==> src/rtl/serial_uart.sv <==
// rtl/serial_uart.sv - full-duplex 8N1 UART with byte-wide ready/valid interfaces
module serial_uart #(
    parameter int CLOCK_FREQ = 125_000_000,
    parameter int BAUD_RATE  = 115_200
) (
    input  logic       clk,
    input  logic       reset,
    input  logic [7:0] data_in,
    input  logic       data_in_valid,
    output logic       data_in_ready,
    output logic [7:0] data_out,
    output logic       data_out_valid,
    input  logic       data_out_ready,
    input  logic       serial_in,
    output logic       serial_out
);
    localparam int SYMBOL_EDGE_TIME = CLOCK_FREQ / BAUD_RATE;
    localparam int SAMPLE_TIME      = SYMBOL_EDGE_TIME / 2;
    localparam int CW               = $clog2(SYMBOL_EDGE_TIME);
    localparam logic [CW-1:0] SYM_LAST  = CW'(SYMBOL_EDGE_TIME - 1);
    localparam logic [CW-1:0] SAMPLE_AT = CW'(SAMPLE_TIME);

    typedef enum logic {TX_IDLE, TX_SENDING} tx_state_t;
    typedef enum logic {RX_IDLE, RX_RECEIVING} rx_state_t;

    tx_state_t     tx_state, tx_state_n;
    logic [CW-1:0] tx_cnt, tx_cnt_n;
    logic [3:0]    tx_bit, tx_bit_n;
    logic [8:0]    tx_shift, tx_shift_n;
    logic          serial_out_n, data_in_ready_n;

    rx_state_t     rx_state, rx_state_n;
    logic [CW-1:0] rx_cnt, rx_cnt_n;
    logic [3:0]    rx_bit, rx_bit_n;
    logic [7:0]    rx_shift, rx_shift_n;
    logic [7:0]    data_out_n;
    logic          data_out_valid_n;
    logic          rx_sync1, rx_sync2;

    // Start bit goes out on acceptance; tx_shift holds the 8 data bits plus stop bit.
    always_comb begin
        tx_state_n      = tx_state;
        tx_cnt_n        = tx_cnt;
        tx_bit_n        = tx_bit;
        tx_shift_n      = tx_shift;
        serial_out_n    = serial_out;
        data_in_ready_n = data_in_ready;
        case (tx_state)
            TX_IDLE: begin
                serial_out_n = 1'b1;
                if (data_in_valid && data_in_ready) begin
                    tx_state_n      = TX_SENDING;
                    tx_shift_n      = {1'b1, data_in};
                    serial_out_n    = 1'b0;
                    tx_cnt_n        = '0;
                    tx_bit_n        = '0;
                    data_in_ready_n = 1'b0;
                end else begin
                    data_in_ready_n = 1'b1;
                end
            end
            TX_SENDING: begin
                if (tx_cnt == SYM_LAST) begin
                    tx_cnt_n = '0;
                    if (tx_bit == 4'd9) begin
                        tx_state_n      = TX_IDLE;
                        serial_out_n    = 1'b1;
                        data_in_ready_n = 1'b1;
                    end else begin
                        serial_out_n = tx_shift[0];
                        tx_shift_n   = {1'b0, tx_shift[8:1]};
                        tx_bit_n     = tx_bit + 4'd1;
                    end
                end else begin
                    tx_cnt_n = tx_cnt + 1'b1;
                end
            end
            default: tx_state_n = TX_IDLE;
        endcase
    end

    // rx_bit: 0 = start, 1..8 = data, 9 = stop; sampled mid-bit.
    always_comb begin
        rx_state_n       = rx_state;
        rx_cnt_n         = rx_cnt;
        rx_bit_n         = rx_bit;
        rx_shift_n       = rx_shift;
        data_out_n       = data_out;
        data_out_valid_n = data_out_valid;
        if (data_out_valid && data_out_ready)
            data_out_valid_n = 1'b0;
        case (rx_state)
            RX_IDLE: begin
                rx_cnt_n = '0;
                rx_bit_n = '0;
                if (!rx_sync2)
                    rx_state_n = RX_RECEIVING;
            end
            RX_RECEIVING: begin
                rx_cnt_n = (rx_cnt == SYM_LAST) ? '0 : rx_cnt + 1'b1;
                if (rx_cnt == SAMPLE_AT) begin
                    rx_bit_n = rx_bit + 4'd1;
                    if (rx_bit == 4'd0) begin
                        if (rx_sync2)
                            rx_state_n = RX_IDLE;
                    end else if (rx_bit == 4'd9) begin
                        rx_state_n = RX_IDLE;
                        if (rx_sync2) begin
                            data_out_n       = rx_shift;
                            data_out_valid_n = 1'b1;
                        end
                    end else begin
                        rx_shift_n = {rx_sync2, rx_shift[7:1]};
                    end
                end
            end
            default: rx_state_n = RX_IDLE;
        endcase
    end

    always_ff @(posedge clk) begin
        if (!reset) begin
            tx_state       <= TX_IDLE;
            tx_cnt         <= '0;
            tx_bit         <= '0;
            tx_shift       <= '0;
            serial_out     <= 1'b1;
            data_in_ready  <= 1'b0;
            rx_state       <= RX_IDLE;
            rx_cnt         <= '0;
            rx_bit         <= '0;
            rx_shift       <= '0;
            data_out       <= 8'h00;
            data_out_valid <= 1'b0;
            rx_sync1       <= 1'b1;
            rx_sync2       <= 1'b1;
        end else begin
            tx_state       <= tx_state_n;
            tx_cnt         <= tx_cnt_n;
            tx_bit         <= tx_bit_n;
            tx_shift       <= tx_shift_n;
            serial_out     <= serial_out_n;
            data_in_ready  <= data_in_ready_n;
            rx_state       <= rx_state_n;
            rx_cnt         <= rx_cnt_n;
            rx_bit         <= rx_bit_n;
            rx_shift       <= rx_shift_n;
            data_out       <= data_out_n;
            data_out_valid <= data_out_valid_n;
            rx_sync1       <= serial_in;
            rx_sync2       <= rx_sync1;
        end
    end
endmodule

==> config.mk <==
export PLATFORM = sky130hd
export DESIGN_NAME = serial_uart
export DESIGN_NICKNAME = d
export VERILOG_FILES = /design/src/rtl/serial_uart.sv
export SDC_FILE = /design/constraint.sdc
export NUM_CORES = 1
export LEC_CHECK = 0
export ABC_AREA = 1
export CORE_ASPECT_RATIO = 0.6
export CORE_UTILIZATION = 45
export CTS_BUF_LIST = sky130_fd_sc_hd__clkbuf_4 sky130_fd_sc_hd__clkbuf_8 sky130_fd_sc_hd__clkbuf_16
export DETAILED_ROUTE_END_ITERATION = 8
export SETUP_SLACK_MARGIN = 0.5
export SLEW_MARGIN = 20
export SYNTH_ARGS = -nofsm -noshare
export SYNTH_HDL_FRONTEND = slang
export SYNTH_SLANG_ARGS = --single-unit
==> constraint.sdc <==
create_clock -name clk -period 4.6 [get_ports clk]
set_clock_uncertainty 0.1 [all_clocks]
set_input_delay 0.92 -clock clk [delete_from_list [all_inputs] [get_ports clk]]
set_output_delay 0.92 -clock clk [all_outputs]
set_load 0.01 [all_outputs]
**Yosys cells after proc, flatten, opt, wreduce, memory -nomap -nowiden**

Cells that the tools add are included.
W data, S select, Z words.

- Flip-flop bits (word level): 62
- Word-level logic and storage cells: 76
- Output and inout port bits: 11
- Input bits: 13

- Bitwise operators: 4
- Add/subtract/negate cells: 4
- Mux-type cells: 37
- Reduce and logical (&&, ||, !) cells: 7
- Equality and inequality tests: 10

Operator list:

| kind | count |
|---|---|
| $pmux W11 S2 | 2 |
| $mux W11 | 3 |
| $mux W9 | 3 |
| $add A11 B1 Y11 const B | 2 |
| $eq A11 B11 Y1 const B | 2 |
| $mux W1 | 18 |
| $pmux W9 S2 | 1 |
| $mux W4 | 4 |
| $pmux W4 S2 | 2 |
| $eq A11 B10 Y1 const B | 1 |
| $add A4 B1 Y4 const B | 2 |
| $eq A4 B4 Y1 const B | 2 |
| $pmux W1 S2 | 4 |
| $ne A2 B1 Y1 const B | 3 |
| $reduce_and A5 Y1 | 1 |
| $logic_not A4 Y1 | 1 |
| $ne A2 B2 Y1 const B | 2 |
| $not A1 Y1 | 4 |
| $reduce_and A4 Y1 | 1 |
| $reduce_and A3 Y1 | 1 |
| $logic_and A1 B1 Y1 | 2 |
| $reduce_and A2 Y1 | 1 |

**Longest topological paths before layout**

Gate-level depths: netlist of the first run.

- Word-level depth: 7
- Depth in mapped cells: 11
- Gate-level depth less buffers: 10

**Least setup slack after synthesis of the first run**

OpenSTA, ideal clock, no wires.

- Path kind: input to register
- From: input data_in_valid
- To: register tx_shift[2]
- Stages on the path: 8
- Data required time: 4388 ps
- Data arrival time: 1569 ps
- Library setup time: 112 ps
- Path slack: 2820 ps
- Cells stage by stage: nand2_1 -> inv_1 -> nand2_1 -> nand2_1 -> buf_4 -> nand3_1 -> nand2_1 -> nor2_1

- Word-level cells in the longest chain between the ends: 3

Ends and longest elaborated chain:

| what | RTL line | RTL |
|---|---|---|
| start: declaration | 9 | `input logic data_in_valid,` |
| $logic_and A1 B1 Y1 | 51 | `if (data_in_valid && data_in_ready) begin` |
| $ne A2 B2 Y1 (no line) | - |  |
| $reduce_and A3 Y1 (no line) | - |  |
| end signal: assignment | 141 | `tx_shift <= tx_shift_n;` |
| end: declaration | 29 | `logic [8:0] tx_shift, tx_shift_n;` |

No other way between the ends.
A chain may end at the register's enable or synchronous reset.

**Worst setup path after layout of the first run**

- From: input reset
- To: register rx_sync2

RTL lines:

| what | RTL line | RTL |
|---|---|---|
| start: declaration | 7 | `input logic reset,` |
| end signal: assignment | 151 | `rx_sync2 <= rx_sync1;` |
| end: declaration | 38 | `logic rx_sync1, rx_sync2;` |

No word-level cell between the ends.

==> out/results.txt, run 1 <==
H-tree levels: 3
N_diodes: 0
Placer Congestion: 0.788
Final WS setup: 1.98 ns
DIE WIDTH: 111 µm
Slew @ Worst Pin: 0.784 ns
Post-CTS Hold Buffers: 0
Initial core utilization: 47.1%
Clock Latency Late Sink: 0.33 ns
Main flop type after synthesis: dfxtp_1
Pre-CTS setup slack: 1.64 ns
Hold Path Class: flop to flop
Mapped Avg Cell Area: 6.94 µm²
Clk root buf: clkbuf_16
Initial DRT Pass Iterations: 4
Post-CTS Setup Repair Bufs: 0
Area growth syn-to-layout: 16.9%
Num ports: 24
Mapped Cells: 459
Initial antenna violation count: 0
Pwr Total: 1.40 mW
PostCTS Resize Cnt: 0
WS Path Type: input pin to flop
Crit path cell chain: clkdlybuf4s50_1 -> inv_1 -> or2_2
Total GRT Usage: 19.2%
Total grt overflow: 0
CP arrival: 2.73 ns
Count leader, synth: nand2_1
Number of synthesized register bits: 62
Synth Warn #: 0
Crit-path leading delay family: buffers and inverters
TNS Setup: 0 ns
Status: complete, no violations
Die area: 7430 µm²
Peak supply drop: 0.255 mV
Via density: 4.85
Die Ht: 67.2 µm
Core Area: 6760 µm²
Iter 0 DRT Violations: 136
Setup crit start kind: input pin
Achievable Freq: 0.381 GHz
Critical path buffer and inverter count: 2
Syn Nets: 482
Post-synth EDFFs: 0
Slew Limit Headroom: 47.7%
Critical path depth: 3
Antenna viol nets, final: 0
Post-synthesis cell area: 3180 µm²
Slew Limit Fails: 0
Final setup fails: 0
Cells on worst reg2reg path: 9
Yosys top cell area share: 39.0%
Post-layout min period: 2.62 ns
Number of CTS-inserted buffers: 9
CTS tree: done
Commonest cells post-synth: nand2_1 (110), nor2_1 (68), dfxtp_1 (62)
Slowest stage cell, crit path: clkdlybuf4s50_1
Area leader, netlist: dfxtp_1
CTS max path bufs: 2
Largest cells by area after synthesis: dfxtp_1 (39%), nand2_1 (13%), nor2_1 (8.0%)
Clock slew at reported path FFs: 0.05 ns
CP max FO: 18
Drt drc: 0
Vias in the first global route: 2444
Slowest stage delay, CP: 0.95 ns
Via count: 2749
Largest net degree at the start of global routing: 21
Leak pwr: 1.51 nW
Final hold violation count: 0
Hold depth: 1
First-pass GRT wire length: 11300 µm
CP Capture Type: flop
Power Density: 376 nW/µm²
Final-stage net count: 500
CTS sink cnt: 62
Dpl hpwl: 4380 µm
Max Cap Violations: 0
DR WL/cell: 11.4 µm
Share of layout cells above drive strength 1: 8.33%
Asr flop ratio synth: 0%
Part of the cycle the worst path needs: 57.0%
Final WL: 6470 µm
Distinct cells, synth: 34
FP Rows: 23
RSZ-0062 raised after global routing: false
Seq/Total Area, Yosys: 39.0%
Worst path required time: 4.71 ns
I/O Buffers: 23
[power by group]
group | internal (mW) | switching, mW | leakage, nW | total [mW]
logic | 0.0602 | 0.0901 | 0.858 | 0.150
registers | 0.565 | 0.0302 | 0.503 | 0.595
clock network | 0.432 | 0.224 | 0.147 | 0.656
[cell usage in the layout, fill, tap and decap left out, drive strengths merged]
cell type,Yosys,final
ha,10,10
clkinv,2,2
a41oi,1,1
xnor2,3,3
inv,63,63
clkbuf,3,14
xor2,4,4
nand3b,1,1
nand3,35,35
a21o,1,1
buf,14,1
dfxtp,62,62
nor2,74,74
nand4,20,20
a21oi,22,22
o211ai,1,1
o21ai,10,10
mux2i,8,8
clkdlybuf4s50,0,23
nand2,114,114
or2,7,7
nor3,4,4
[sequential cells by signal, indices dropped and copies added, names as in the netlist]
name and flops:
rx_cnt 11, tx_cnt 11, tx_shift 9, data_out 8
rx_shift 8, rx_bit 4, tx_bit 4, data_in_ready 1
data_out_valid 1, rx_state 1, rx_sync1 1, rx_sync2 1
serial_out 1, tx_state 1
[path summary, 6_finish.rpt]
kind                        start                        to  slack [ns]
min reg2reg   rx_sync1$_SDFF_PN1_       rx_sync2$_SDFF_PN1_        0.31
max reg2reg  rx_cnt[0]$_SDFF_PP0_  rx_shift[4]$_SDFFE_PN0P_        2.22
min           rx_sync1$_SDFF_PN1_       rx_sync2$_SDFF_PN1_        0.31
max                         reset       rx_sync2$_SDFF_PN1_        1.98
[per-layer routing]
metal / routed length, µm / share of wire, % / up-vias / track usage (%)
li1: - / - / 1471 / -
met1: 3460 / 54 / 1227 / 25.5
met2: 2670 / 41 / 38 / 29.6
met4: 82 / 1.3 / 0 / 6.50
met3: 259 / 4.0 / 13 / 6.19
met5: 0 / 0 / - / 0
[per-stage QoR]
step,hold slack (ns),std cells,util (%),area [µm²]
after global placement,0.303,553,50.7,3430
final,0.315,567,55.0,3720
after global routing,0.334,567,55.0,3720
after detailed placement,0.309,553,50.7,3430
after CTS,0.320,567,55.0,3720
after floorplan,0.293,459,-,3180
[cell type report]
cell class	instances	area [µm²]
clock buffers	14	294
multi-input cells	315	1600
well taps	87	109
fillers	654	3040
repair buffers	24	238
flip-flops and latches	62	1240
inverters	65	245
[cells by family (layout without fill, tap and decap cells)]
| kind of cell | Yosys count | after routing | synth area share (%) |
|---|---|---|---|
| XOR/XNOR | 7 | 7 | 1.93 |
| AO/OA/AOI/OAI | 35 | 35 | 5.78 |
| adder cells (fa/ha/maj) | 10 | 10 | 3.93 |
| AND/OR/NAND/NOR | 255 | 255 | 36.0 |
| buffers and inverters | 82 | 103 | 10.9 |
| multiplexers | 8 | 8 | 2.51 |
| flip-flops | 62 | 62 | 39.0 |
No activity file was read; power rests on OpenSTA's default activity.
==> run 2: changes to the inputs <==
==> constraint.sdc (replaced) <==
create_clock -name clk -period 2.46 [get_ports clk]
set_clock_uncertainty 0.1 [all_clocks]
set_input_delay 0.492 -clock clk [delete_from_list [all_inputs] [get_ports clk]]
set_output_delay 0.492 -clock clk [all_outputs]
set_load 0.01 [all_outputs]
==> run 2 against run 1 <==
  * Flip-flop and latch count is the same
  * Clock power grew 78%
  * Core utilization grew 0.59 points
  * Sequential share of layout area shrank 0.35 points
  * Via count shrank 0.11%
  * Critical endpoint is now data_in_ready
  * Largest cell class unchanged
  * Highest routed layer unchanged
==> out/results.txt, run 2 (synthesis results as in run 1) <==
Most common cell after layout, fill and taps aside: nand2_1
CTS max path bufs: 2 (unchanged)
Sw Share: 24.6% (about the same)
Flop pwr share: 42.4% (about the same)
Worst path required time: 1.87 ns (-2.84 ns)
Leak pwr: 1.53 nW (+1.6%)
Initial core utilization: 47.1% (unchanged)
Pint: 1.94 mW (+84%)
Sw Pwr: 0.633 mW (+84%)
RSZ-0062 raised after global routing: false
Share of layout cells above drive strength 1: 9.67% (+1.3 points)
FP Rows: 23 (unchanged)
Via count: 2746 (-0.11%)
Largest net degree at the start of global routing: 33 (+57%)
Most frequent cells in the layout: nand2_1 (110), nor2_1 (68), dfxtp_1 (62), inv_1 (60), nand3_1 (29)
CP Capture Type: primary output
Achievable Freq: 0.555 GHz
Initial antenna violation count: 0 (unchanged)
H-tree levels: 3 (unchanged)
TNS Setup: 0 ns (unchanged)
Power Density: 685 nW/µm² (+82%)
Num ports: 24 (unchanged)
Clock Latency Late Sink: 0.33 ns (about the same)
N_diodes: 0 (unchanged)
Via density: 4.79 (-1.2%)
Max Cap Violations: 0 (unchanged)
Final WS setup: 0.659 ns (-1.32 ns)
Post-CTS Setup Repair Bufs: 0 (unchanged)
Total GRT Usage: 18.4% (-0.78 points)
Biggest regs: rx_cnt x11, tx_cnt x11, tx_shift x9
Vias in the first global route: 2335 (-4.5%)
Slew @ Worst Pin: 0.482 ns (-0.302 ns)
Critical path buffer and inverter count: 1 (-1)
Setup crit start kind: flop
Area growth syn-to-layout: 18.2%
Slew Limit Fails: 0 (unchanged)
Die area: 7430 µm² (unchanged)
First-pass GRT wire length: 10700 µm (-5.1%)
CP arrival: 1.21 ns (-1.52 ns)
Final-stage net count: 506 (+1.2%)
Post-layout min period: 1.80 ns
Final setup fails: 0 (unchanged)
WS Path Type: flop to primary output
RR Startpoint: tx_cnt[0]$_SDFFE_PN0P_
Status: complete, no violations
Slowest stage cell, crit path: clkdlybuf4s50_1
Antenna viol nets, final: 0 (unchanged)
DIE WIDTH: 111 µm (unchanged)
Hold Path Class: flop to flop
Final WL: 6240 µm (-3.6%)
I/O Buffers: 23 (unchanged)
Clock slew at reported path FFs: 0.05 ns (about the same)
Number of CTS-inserted buffers: 9 (unchanged)
Initial DRT Pass Iterations: 5 (+1)
Iter 0 DRT Violations: 149 (+9.6%)
Slowest stage delay, CP: 0.54 ns (-0.41 ns)
CTS tree: done
Logic gate share of total power: 12.1% (+1.4 points)
Crit path cell chain: clkdlybuf4s50_1
Final hold violation count: 0 (unchanged)
Fillers: 653 (-0.15%)
Inst Count DP: 559 (+1.1%)
Clk root buf: clkbuf_16
Placer Congestion: 0.789 (about the same)
DR WL/cell: 10.9 µm (-4.6%)
Die Ht: 67.2 µm (unchanged)
Fin cells: 573 (+1.1%)
Part of the cycle the worst path needs: 73.2%
Dpl hpwl: 4370 µm (-0.20%)
Crit-path leading delay family: buffers and inverters
Total grt overflow: 0 (unchanged)
Peak supply drop: 0.375 mV (+47%)
Core Area: 6760 µm² (unchanged)
CP max FO: 3 (-15)
Clock share of power: 45.5% (-1.3 points)
Crit. Startpoint: data_in_ready$_SDFFE_PN0P_
CTS sink cnt: 62 (unchanged)
Pre-CTS setup slack: 0.421 ns (-1.22 ns)
Slew Limit Headroom: 67.8% (+20 points)
Drt drc: 0 (unchanged)
Hold path startpoint: rx_sync1$_SDFF_PN1_
## run 2: routing by layer
layer / GRT usage [%] / vias up / wire length [µm]
li1: - / 1486 / -
met2: 26.5 / 40 / 2460
met5: 0 / - / 0
met3: 7.36 / 6 / 282
met4: 5.00 / 0 / 62
met1: 25.3 / 1214 / 3440
## run 2: worst paths after layout
check	cells past startpoint	slack (ns)	endpoint
setup / recovery	1	0.66	data_in_ready
hold / removal	1	0.31	rx_sync2$_SDFF_PN1_
setup reg to reg	9	0.69	tx_cnt[3]$_SDFFE_PN0P_
hold reg to reg	1	0.31	rx_sync2$_SDFF_PN1_
## run 2: final cells by class
type / count / area [µm²] / area share (%)
sequential: 62 / 1240 / 33.0
tap: 87 / 109 / 2.89
multi-input combinational: 315 / 1610 / 42.7
timing repair buffer: 30 / 283 / 7.52
clock inverter: 1 / 5.00 / 0.133
clock buffer: 13 / 274 / 7.28
inverter: 65 / 245 / 6.52
## run 2: timing repair
action	4_1_cts	5_1_grt
resized for setup	1	1
endpoints found under the setup margin	8	14
pin swaps	0	0
hold buffers	0	0
## run 2: stage by stage
step | util, % | power [mW] | hold WS, ns | cell area (µm²)
after floorplan | - | 1.34 | 0.293 | 3180
after global placement | 51.4 | 1.42 | 0.307 | 3470
after detailed placement | 51.4 | 1.42 | 0.299 | 3470
after CTS | 55.6 | 2.61 | 0.312 | 3760
after global routing | 55.6 | 2.71 | 0.325 | 3760
final | 55.6 | 2.58 | 0.310 | 3760
## run 2: power by group through the flow
stage | Clock, mW | Sequential, mW | Combinational, mW
after floorplan | 0 | 1.10 | 0.233
after global placement | 0 | 1.11 | 0.313
after detailed placement | 0 | 1.11 | 0.313
after CTS | 1.21 | 1.09 | 0.315
after global routing | 1.26 | 1.10 | 0.357
final | 1.17 | 1.09 | 0.312
